**src/rtl/gf_pkg.sv**
```systemverilog
// GF(2^SYMB_WIDTH) arithmetic and code dimensions shared by the RS decoder blocks.
// Field polynomial x^8+x^4+x^3+x^2+1 (0x11D), primitive element alpha = 0x02.
// All functions are pure combinational helpers.
package gf_pkg;

  localparam int SYMB_WIDTH = 8;
  localparam int T_LEN      = 8;
  localparam logic [SYMB_WIDTH:0] GF_POLY = 9'h11D;

  // Shift-and-add multiply with reduction folded into each shift of 'a'
  function automatic logic [SYMB_WIDTH-1:0] gf_mult(input logic [SYMB_WIDTH-1:0] a,
                                                    input logic [SYMB_WIDTH-1:0] b);
    logic [SYMB_WIDTH-1:0] acc;
    logic [SYMB_WIDTH-1:0] sh;
    acc = '0;
    sh  = a;
    for (int i = 0; i < SYMB_WIDTH; i++) begin
      if (b[i]) acc = acc ^ sh;
      sh = sh[SYMB_WIDTH-1] ? ((sh << 1) ^ GF_POLY[SYMB_WIDTH-1:0]) : (sh << 1);
    end
    return acc;
  endfunction

  // a^-1 = a^(2^W-2) = product of a^(2^k) for k=1..W-1; maps 0 to 0
  function automatic logic [SYMB_WIDTH-1:0] gf_inv(input logic [SYMB_WIDTH-1:0] a);
    logic [SYMB_WIDTH-1:0] acc;
    logic [SYMB_WIDTH-1:0] sq;
    acc = SYMB_WIDTH'(1);
    sq  = a;
    for (int k = 1; k < SYMB_WIDTH; k++) begin
      sq  = gf_mult(sq, sq);
      acc = gf_mult(acc, sq);
    end
    return acc;
  endfunction

endpackage

```
**src/rtl/rs_berlekamp.sv**
```systemverilog
// Berlekamp-Massey solver: 2*T_LEN syndromes in, error-locator polynomial Lambda(x) out.
// Latency accept->vld: 4*T_LEN+1 cycles, or 2 cycles for an all-zero syndrome set when bypassed.
// Backpressure: syndrome_rdy only in IDLE; syndrome_vld elsewhere is ignored, output is a 1-cycle pulse.
module rs_berlekamp
  import gf_pkg::*;
#(
  parameter bit ZERO_BYPASS = 1'b1
) (
  input  logic                  aclk,
  input  logic                  aresetn,
  input  logic [SYMB_WIDTH-1:0] syndrome [2*T_LEN-1:0],
  input  logic                  syndrome_vld,
  output logic                  syndrome_rdy,
  output logic [SYMB_WIDTH-1:0] error_locator [T_LEN:0],
  output logic                  error_locator_vld,
  output logic [$clog2(T_LEN+1):0] error_locator_deg,
  output logic                  decode_fail
);

  localparam int SW = SYMB_WIDTH;
  localparam int NS = 2 * T_LEN;
  localparam int RW = $clog2(NS);
  localparam int MW = $clog2(4 * T_LEN + 2);
  localparam int DW = $clog2(T_LEN + 1) + 1;
  localparam int CW = $clog2(T_LEN + 1);

  typedef enum logic [1:0] {ST_IDLE, ST_DISC, ST_UPDATE, ST_DONE} state_t;

  state_t        state_q, state_d;
  logic [SW-1:0] s_q   [NS-1:0];
  logic [SW-1:0] s_d   [NS-1:0];
  logic [SW-1:0] c_q   [T_LEN:0];
  logic [SW-1:0] c_d   [T_LEN:0];
  logic [SW-1:0] bb_q  [T_LEN:0];
  logic [SW-1:0] bb_d  [T_LEN:0];
  logic [SW-1:0] el_q  [T_LEN:0];
  logic [SW-1:0] el_d  [T_LEN:0];
  logic [SW-1:0] bprev_q, bprev_d;
  logic [SW-1:0] delta_q, delta_d;
  logic [DW-1:0] l_q, l_d;
  logic [MW-1:0] m_q, m_d;
  logic [RW-1:0] r_q, r_d;
  logic          ovf_q, ovf_d;
  logic [DW-1:0] deg_q, deg_d;
  logic          vld_q, vld_d;
  logic          fail_q, fail_d;
  logic          rdy_q, rdy_d;

  logic [SW-1:0] mul_a [T_LEN:0];
  logic [SW-1:0] mul_b [T_LEN:0];
  logic [SW-1:0] prod  [T_LEN:0];
  logic [SW-1:0] coef;
  logic [SW-1:0] disc;
  logic          s_zero;
  logic          ovf_now;
  logic [DW-1:0] cdeg;

  assign syndrome_rdy      = rdy_q;
  assign error_locator     = el_q;
  assign error_locator_vld = vld_q;
  assign error_locator_deg = deg_q;
  assign decode_fail       = fail_q;

  // Shared multiplier bank operands: C[i]*S[r-i] in DISC, coef*(x^m * B)[j] in UPDATE
  always_comb begin
    for (int i = 0; i <= T_LEN; i++) begin
      mul_a[i] = '0;
      mul_b[i] = '0;
    end
    if (state_q == ST_DISC) begin
      for (int i = 1; i <= T_LEN; i++) begin
        if ((DW'(i) <= l_q) && (RW'(i) <= r_q)) begin
          mul_a[i] = c_q[i];
          mul_b[i] = s_q[r_q - RW'(i)];
        end
      end
    end else if (state_q == ST_UPDATE) begin
      for (int j = 0; j <= T_LEN; j++) begin
        if (MW'(j) >= m_q) begin
          mul_a[j] = coef;
          mul_b[j] = bb_q[CW'(MW'(j) - m_q)];
        end
      end
    end
  end

  // The multiplier bank itself plus the correction coefficient delta/b
  always_comb begin
    for (int i = 0; i <= T_LEN; i++) prod[i] = gf_mult(mul_a[i], mul_b[i]);
    coef = gf_mult(delta_q, gf_inv(bprev_q));
  end

  // Reductions: discrepancy, zero-syndrome detect, truncated-term detect, actual degree of C
  always_comb begin
    disc = s_q[r_q];
    for (int i = 1; i <= T_LEN; i++) disc = disc ^ prod[i];
    s_zero = 1'b1;
    for (int k = 0; k < NS; k++) if (s_q[k] != '0) s_zero = 1'b0;
    // coef is nonzero whenever used, so a dropped term is nonzero exactly when B[k] is
    ovf_now = 1'b0;
    for (int k = 0; k <= T_LEN; k++) begin
      if (((MW'(k) + m_q) > MW'(T_LEN)) && (bb_q[k] != '0)) ovf_now = 1'b1;
    end
    cdeg = '0;
    for (int i = 0; i <= T_LEN; i++) if (c_q[i] != '0) cdeg = DW'(i);
  end

  // Next-state and next-register computation for the BM state machine
  always_comb begin
    state_d = state_q;
    s_d     = s_q;
    c_d     = c_q;
    bb_d    = bb_q;
    el_d    = el_q;
    bprev_d = bprev_q;
    delta_d = delta_q;
    l_d     = l_q;
    m_d     = m_q;
    r_d     = r_q;
    ovf_d   = ovf_q;
    deg_d   = deg_q;
    vld_d   = 1'b0;
    fail_d  = fail_q;
    case (state_q)
      ST_IDLE: begin
        if (syndrome_vld) begin
          s_d = syndrome;
          for (int i = 0; i <= T_LEN; i++) begin
            c_d[i]  = '0;
            bb_d[i] = '0;
          end
          c_d[0]  = SW'(1);
          bb_d[0] = SW'(1);
          bprev_d = SW'(1);
          delta_d = '0;
          l_d     = '0;
          m_d     = MW'(1);
          r_d     = '0;
          ovf_d   = 1'b0;
          state_d = ST_DISC;
        end
      end
      ST_DISC: begin
        delta_d = disc;
        // Zero detect works on the captured syndromes, keeping the input path shallow
        if (ZERO_BYPASS && s_zero) state_d = ST_DONE;
        else                       state_d = ST_UPDATE;
      end
      ST_UPDATE: begin
        if (delta_q == '0) begin
          m_d = m_q + MW'(1);
        end else begin
          for (int j = 0; j <= T_LEN; j++) c_d[j] = c_q[j] ^ prod[j];
          ovf_d = ovf_q | ovf_now;
          if ((DW + 1)'({l_q, 1'b0}) <= (DW + 1)'(r_q)) begin
            bb_d    = c_q;
            l_d     = DW'(r_q) + DW'(1) - l_q;
            bprev_d = delta_q;
            m_d     = MW'(1);
          end else begin
            m_d = m_q + MW'(1);
          end
        end
        if (r_q == RW'(NS - 1)) begin
          state_d = ST_DONE;
        end else begin
          r_d     = r_q + RW'(1);
          state_d = ST_DISC;
        end
      end
      ST_DONE: begin
        el_d    = c_q;
        deg_d   = l_q;
        vld_d   = 1'b1;
        fail_d  = (l_q > DW'(T_LEN)) | ovf_q | (cdeg != l_q);
        state_d = ST_IDLE;
      end
      default: state_d = ST_IDLE;
    endcase
    rdy_d = (state_d == ST_IDLE);
  end

  // All state and registered outputs; reset forces IDLE with cleared outputs
  always_ff @(posedge aclk or negedge aresetn) begin
    if (!aresetn) begin
      state_q <= ST_IDLE;
      for (int k = 0; k < NS; k++) s_q[k] <= '0;
      for (int i = 0; i <= T_LEN; i++) begin
        c_q[i]  <= '0;
        bb_q[i] <= '0;
        el_q[i] <= '0;
      end
      bprev_q <= '0;
      delta_q <= '0;
      l_q     <= '0;
      m_q     <= '0;
      r_q     <= '0;
      ovf_q   <= 1'b0;
      deg_q   <= '0;
      vld_q   <= 1'b0;
      fail_q  <= 1'b0;
      rdy_q   <= 1'b1;
    end else begin
      state_q <= state_d;
      s_q     <= s_d;
      c_q     <= c_d;
      bb_q    <= bb_d;
      el_q    <= el_d;
      bprev_q <= bprev_d;
      delta_q <= delta_d;
      l_q     <= l_d;
      m_q     <= m_d;
      r_q     <= r_d;
      ovf_q   <= ovf_d;
      deg_q   <= deg_d;
      vld_q   <= vld_d;
      fail_q  <= fail_d;
      rdy_q   <= rdy_d;
    end
  end

endmodule

```
**config.mk**
```make
export PLATFORM = sky130hd
export DESIGN_NAME = rs_berlekamp
export DESIGN_NICKNAME = d
export VERILOG_FILES = /design/src/rtl/gf_pkg.sv /design/src/rtl/rs_berlekamp.sv
export SDC_FILE = /design/constraint.sdc
export NUM_CORES = 2
export LEC_CHECK = 0
export CAP_MARGIN = 40
export CELL_PAD_IN_SITES_DETAIL_PLACEMENT = 1
export CELL_PAD_IN_SITES_GLOBAL_PLACEMENT = 2
export CORE_ASPECT_RATIO = 1.5
export CORE_MARGIN = 10
export CORE_UTILIZATION = 30
export CTS_BUF_LIST = sky130_fd_sc_hd__clkbuf_4 sky130_fd_sc_hd__clkbuf_8
export CTS_CLUSTER_DIAMETER = 30
export DETAILED_ROUTE_END_ITERATION = 7
export PLACE_DENSITY = 0.78
export SYNTH_ARGS = -nofsm -noshare
export SYNTH_HDL_FRONTEND = slang
export SYNTH_SLANG_ARGS = --single-unit
```
**constraint.sdc**
```tcl
create_clock -name aclk -period 16.35 [get_ports aclk]
set_input_delay 4.905 -clock aclk [delete_from_list [all_inputs] [get_ports aclk]]
set_output_delay 4.905 -clock aclk [all_outputs]
set_load 0.05 [all_outputs]
```
**Word level (Yosys, flattened, before mapping)**

Cells that the tools add are included.

- Bits in registers: 386
- Input port bits: 131
- Output and inout bits: 80
- Word-level logic and storage cells: 1048

- $add $sub $neg: 28
- Order comparisons: 54
- Equality and inequality tests: 9
- Mux-type cells: 493
- Bitwise logic cells: 349
- Reductions and logical operators: 61

Operators by type and width:

| cell | count |
|---|---|
| $mux W8 | 243 |
| $xor A8 B8 Y8 | 178 |
| $mux W5 | 165 |
| $not A4 Y4 | 161 |
| $bmux W8 S4 | 18 |
| $mux W72 | 6 |
| $pmux W72 S2 | 2 |
| $reduce_bool A8 Y1 | 33 |
| $mux W64 | 2 |
| $lt A4 B5 Y1 const B | 18 |
| $gt A6 B4 Y1 const B | 9 |
| $pmux W8 S2 | 2 |
| $mux W1 | 31 |
| $add A3 B6 Y6 const A | 4 |
| $ge A3 B6 Y1 const A | 4 |
| $mux W6 | 4 |
| $le A3 B5 Y1 const A | 4 |
| $logic_and A1 B1 Y1 | 17 |
| $le A3 B4 Y1 const A | 4 |
| $mux W4 | 4 |
| $sub A3 B4 Y4 const A | 4 |
| $sub A4 B3 Y4 const B | 4 |
| $mux W3 | 5 |
| $add A2 B6 Y6 const A | 2 |
| other kinds (43) | 70 |

**Depth between registers and ports, before layout**

- Depth after elaboration: 170
- Depth in mapped cells: 77
- Gate-level depth less buffers: 65

**Worst setup path before layout**

Ideal clock, no wire load.

- Kind: register to register
- From: register bprev_q[6]
- To: register delta_q[4]
- Setup time: 0.129 ns
- Arrival time: 16.897 ns
- Required time: 16.221 ns
- Path slack: -0.676 ns
- Cell stages (with the launch flop): 73
- Buffers on the path: 10
- Clock period less this slack: 17.026 ns
- Cell sequence: dfrtp_1 > ha_1 > buf_4 > mux2_2 > and2_1 > a211oi_2 > nor2_2 > inv_4 > buf_4 > ha_1 > xor3_1 > o211ai_1 > and2_1 > clkbuf_1 > a21oi_1 > a2111oi_4 > xnor2_2 > xnor3_2 > [37 not listed] > xor3_1 > xnor3_1 > and3_1 > or2_0 > clkbuf_1 > o211ai_1 > xor3_1 > xor2_1 > o21ai_4 > xnor3_1 > xor3_1 > and3_1 > o31ai_1 > xnor3_1 > xor2_1 > xnor3_1 > xnor3_1 > o21ai_1

- Longest elaborated chain between the ends: 162
- Elaborated cells between the ends (all ways): 648
- Classes of those cells: mux: 341; bitwise: 307

RTL lines:

| element | line | RTL |
|---|---|---|
| from (decl) | rs_berlekamp.sv:38 | `logic [SW-1:0] bprev_q, bprev_d;` |
| from (signal assigned) | rs_berlekamp.sv:209 | `bprev_q <= bprev_d;` |
| $xor A8 B8 Y8 / $mux W8 (equally long branches) | gf_pkg.sv:18 | `if (b[i]) acc = acc ^ sh;` |
| $mux W8 / $xor A8 B8 Y8 (equally long branches) | gf_pkg.sv:18 |  |
| $xor A8 B8 Y8 / $mux W8 (equally long branches) | gf_pkg.sv:18 |  |
| $mux W8 / $xor A8 B8 Y8 (equally long branches) | gf_pkg.sv:18 |  |
| $xor A8 B8 Y8 / $mux W8 (equally long branches) | gf_pkg.sv:18 |  |
| $mux W8 / $xor A8 B8 Y8 (equally long branches) | gf_pkg.sv:18 |  |
| $xor A8 B8 Y8 / $mux W8 (equally long branches) | gf_pkg.sv:18 |  |
| $mux W8 / $xor A8 B8 Y8 (equally long branches) | gf_pkg.sv:18 |  |
| [140 not listed] | -- |  |
| $mux W8 | gf_pkg.sv:18 |  |
| $xor A8 B8 Y8 | gf_pkg.sv:18 |  |
| $mux W8 | gf_pkg.sv:18 |  |
| $xor A8 B8 Y8 | gf_pkg.sv:18 |  |
| $mux W8 | gf_pkg.sv:18 |  |
| $xor A8 B8 Y8 (7 in a row) | rs_berlekamp.sv:96 | `for (int i = 1; i <= T_LEN; i++) disc = disc ^ prod[i];` |
| $xor A8 B8 Y8 (*) | rs_berlekamp.sv:96 |  |
| $pmux W8 S2 (*) | rs_berlekamp.sv:124 | `case (state_q)` |
| to (signal assigned) | rs_berlekamp.sv:210 | `delta_q <= delta_d;` |
| to (decl) | rs_berlekamp.sv:39 | `logic [SW-1:0] delta_q, delta_d;` |

Every way passes the cells marked *; elsewhere a longest branch is shown, timed or not.
A chain may end at the register's enable or synchronous reset.

**Final worst setup path**

- From: register bprev_q[0]
- To: register delta_q[2]

- Longest elaborated chain between the ends: 163
- Elaborated cells between the ends (all ways): 644
- Classes of those cells: mux: 339; bitwise: 305

RTL lines:

| element | line |
|---|---|
| $mux W8 | gf_pkg.sv:18 |
| $xor A8 B8 Y8 | gf_pkg.sv:18 |
| $mux W8 | gf_pkg.sv:18 |
| $xor A8 B8 Y8 | gf_pkg.sv:18 |
| $mux W8 | gf_pkg.sv:18 |
| $xor A8 B8 Y8 | gf_pkg.sv:18 |
| $mux W8 | gf_pkg.sv:18 |
| $xor A8 B8 Y8 | gf_pkg.sv:18 |
| [141 not listed] | -- |
| $mux W8 | gf_pkg.sv:18 |
| $xor A8 B8 Y8 | gf_pkg.sv:18 |
| $mux W8 | gf_pkg.sv:18 |
| $xor A8 B8 Y8 | gf_pkg.sv:18 |
| $mux W8 | gf_pkg.sv:18 |
| $xor A8 B8 Y8 (7 in a row) | rs_berlekamp.sv:96 |
| $xor A8 B8 Y8 (*) | rs_berlekamp.sv:96 |
| $pmux W8 S2 (*) | rs_berlekamp.sv:124 |

Marks and branches as above.

==> run_results.csv <==
group,metric,value,unit
critical_path,cpMaxStageDelayCell,"or4_4",
clock_network,numCtsBuffers,87,
synth,yosys_warnings,0,
clock_network,clk_pin_slew,80,ps
worst_hold_path,min_from,"error_locator[33]$_DFFE_PN0P_",
die,chipHeight,540,um
critical_path,reg2reg_from,"bprev_q[0]$_DFFE_PN0P_",
critical_path,path_class,"register to register",
critical_path,worst_setup_path_start_kind,"register",
placed_design,gp_congestion,1.02,
placed_design,dp.cells,9712,
global_route,grt_usage,0.250,
clock_network,clkLatencyLatePin,850,ps
route,drcViolationCount,0,
synth,synth_fp_nets,6714,
sta,hold_violations,0,
finish,nets,7818,
clock_network,cts_root_buf,"clkbuf_8",
critical_path,required,17120,ps
sta,rsz0062_at_grt,"true",
worst_hold_path,min_to,"error_locator[33]$_DFFE_PN0P_",
critical_path,r2r_end,"delta_q[2]$_DFFE_PN0P_",
synth,synth_top_area_frac,0.178,
synth,ys_seq_area_frac,0.179,
synth,syn_area,54000,um2
sta,fin_tns_setup,-5350,ps
route,num_vias,56500,
route,postRouteAntennaNets,0,
synth,synth.avg_cell_area,8.27,um2
route,initialDrtViolationCount,3720,
worst_hold_path,holdPathStages,1,
status,status,"finished, violations left",
sta,worst_slew_pin_slew,1100,ps
finish,final_layout_size_suffix_gt1_frac,0.324,
placed_design,hpwl,203,mm
critical_path,rrSetupSlack,-540,ps
route,wirelength,267,mm
synth,synthCells,6531,
route,first_pass_iters,5,
critical_path,cp_max_fo,7,
global_route,grt_pass1_vias,58300,
global_route,overflow,0,
finish,fill_cells,20700,
sta,setup_viol,24,
route,detail_route.wl_per_cell,26.4,um
global_route,grt_max_degree,159,
clock_network,cts_tree,"built",
die,core-area,179000,um2
worst_hold_path,holdCritPathClass,"register to register",
critical_path,crit_top_cell,"xnor3_2",
clock_network,cts_num_sinks,386,
synth,synth-edff-count,0,
sta,slew_viol_final,0,
sta,whs,502,ps
status,violations,"negative setup slack",
finish,syn_to_final_growth,38.0,%
critical_path,crit_arrival,17660,ps
sta,post-route-min-period,16890,ps
die,die_x,367,um
die,pin_count,211,
sta,clock_skew,76.4,ps
sta,worst_slack,-537,ps
flow_run,max_cap_violations,0,
synth,synth_area_leaders,"dfrtp_1 (18%), xnor2_1 (13%), nand2_1 (9.0%)",
synth,yosysMostFrequentCell,"nand2_1",
synth,ys_types,121,
finish,fin_cells,10100,
global_route,antenna_found_initial,8,
clock_network,htreeDepth,3,
sta,max_slew_margin,0.267,
synth,synthTopCellsByCount,"nand2_1 (1,300), xnor2_1 (804), nor2_1 (595)",
synth,ys.flop_type,"dfrtp_1",
placed_design,port_buffers,210,
sta,max_freq,59.2,MHz
global_route,grt_pass1_wl,382,mm
synth,synth_top_area_cell,"dfrtp_1",
clock_network,clk_path_buf_depth,3,
sta,fin_crit_sh,1.03,
die,rows,190,
die,die_area,198000,um2
critical_path,slowest_delay,510,ps
synth,ys_ff_latch,386,
critical_path,reg2reg_depth,71,
finish,final_util,0.417,
die,start_util,0.302,
route,avgViaCountPerCell,5.59,
synth,synth-async-reset-ratio,1.00,
critical_path,end_kind,"register",
-- registers in the layout, summed over array words and instances (netlist names), 2 cells and up --
register           count
state_q                2
m_q                    6
error_locator_deg      5
l_q                    5
bprev_q                8
bb_q                  72
delta_q                8
s_q                  128
c_q                   72
error_locator         72
r_q                    4
-- worst max-delay path by stage --
stage                           startpoint                endpoint  slack [ps]
CTS                 bprev_q[0]$_DFFE_PN0P_  delta_q[6]$_DFFE_PN0P_        -370
global placement    bprev_q[6]$_DFFE_PN0P_  delta_q[4]$_DFFE_PN0P_        -860
floorplan           bprev_q[6]$_DFFE_PN0P_  delta_q[4]$_DFFE_PN0P_           4
detailed placement  bprev_q[0]$_DFFE_PN0P_  delta_q[2]$_DFFE_PN0P_       -1220
global route        bprev_q[0]$_DFFE_PN0P_  delta_q[5]$_DFFE_PN0P_       -1180
finish              bprev_q[0]$_DFFE_PN0P_  delta_q[2]$_DFFE_PN0P_        -540
-- layout by cell type, fill, tap and decap left out, types with 28 or more instances in the layout --
| cell | n |
|---|---|
| a21oi_1 | 229 |
| a21oi_2 | 41 |
| a22o_1 | 29 |
| a22o_4 | 28 |
| a22oi_1 | 47 |
| a32oi_1 | 32 |
| and3_1 | 34 |
| buf_12 | 52 |
| buf_4 | 1028 |
| buf_6 | 142 |
| clkbuf_8 | 96 |
| clkdlybuf4s50_1 | 209 |
| dfrtp_1 | 380 |
| ha_1 | 47 |
| inv_1 | 87 |
| mux2_2 | 111 |
| mux2i_1 | 137 |
| mux4_2 | 190 |
| nand2_1 | 1255 |
| nand2_2 | 38 |
| nand2b_1 | 40 |
| nand3_1 | 109 |
| nor2_1 | 544 |
| nor2_2 | 38 |
| nor2b_1 | 42 |
| nor3_1 | 91 |
| nor4_1 | 76 |
| o211ai_1 | 62 |
| o21ai_0 | 289 |
| o21ai_1 | 57 |
| o22ai_1 | 32 |
| or3_1 | 52 |
| xnor2_1 | 629 |
| xnor2_2 | 175 |
| xnor2_4 | 37 |
| xnor3_1 | 130 |
| xnor3_2 | 61 |
| xor2_1 | 225 |
| xor2_2 | 63 |
-- per-stage QoR --
stage / instance area [um2] / setup WS (ps)
after floorplan: 54200 / 4.40
after global placement: 65500 / -862
after CTS: 69600 / -374
after global routing: 74600 / -1180
final: 74600 / -537
after detailed placement: 65700 / -1220
-- kinds of logic after synthesis --
group | count (synthesis) | share of synthesized area
xor gates and xnor gates | 1372 | 0.289
buffers and inverters | 550 | 0.0421
adders and majority gates | 52 | 0.0122
and+or+nand+nor | 2519 | 0.201
AOI/OAI and AO/OA | 1201 | 0.146
DFF | 386 | 0.179
muxes | 451 | 0.130
-- cell type report --
cell class / count / area [um2] / area share
multi-input combinational: 5595 / 46500 / 0.624
clock buffer: 107 / 1400 / 0.0188
tap: 2400 / 3000 / 0.0403
antenna: 3 / 7.51 / 0.000101
inverter: 106 / 407 / 0.00545
clock inverter: 52 / 617 / 0.00827
timing repair buffer: 1459 / 13000 / 0.174
sequential: 386 / 9670 / 0.130
-- layer usage --
layer	GRT usage	share of wire	vias to the layer above
met4	0.163	0.082	4
met3	0.0357	0.050	764
li1	-	-	25000
met5	0	0.00010	-
met1	0.274	0.37	28700
met2	0.445	0.50	2008
-- worst max-delay path: cells and delay by family, from the launching register on --
| family | cells | cell delay, ps |
|---|---|---|
| XOR/XNOR | 27 | 7550 |
| AO/OA/AOI/OAI | 17 | 3660 |
| buffers and inverters | 14 | 2050 |
| AND/OR/NAND/NOR | 9 | 1920 |
| multiplexers | 2 | 610 |
| adder cells (fa/ha/maj) | 2 | 550 |
| flip-flops | 1 | 420 |
-- what timing repair did --
item                       4_1_cts  5_1_grt
gates cloned                     1        3
gates resized for setup        220      722
pin swaps                       91      345
hold buffers                     0        0
buffers inserted                86      161
setup endpoints to repair       77       80
Power is left out: the tool's default activity adds up to more than one toggle a clock period on the data nets, which glitch-free logic cannot reach.
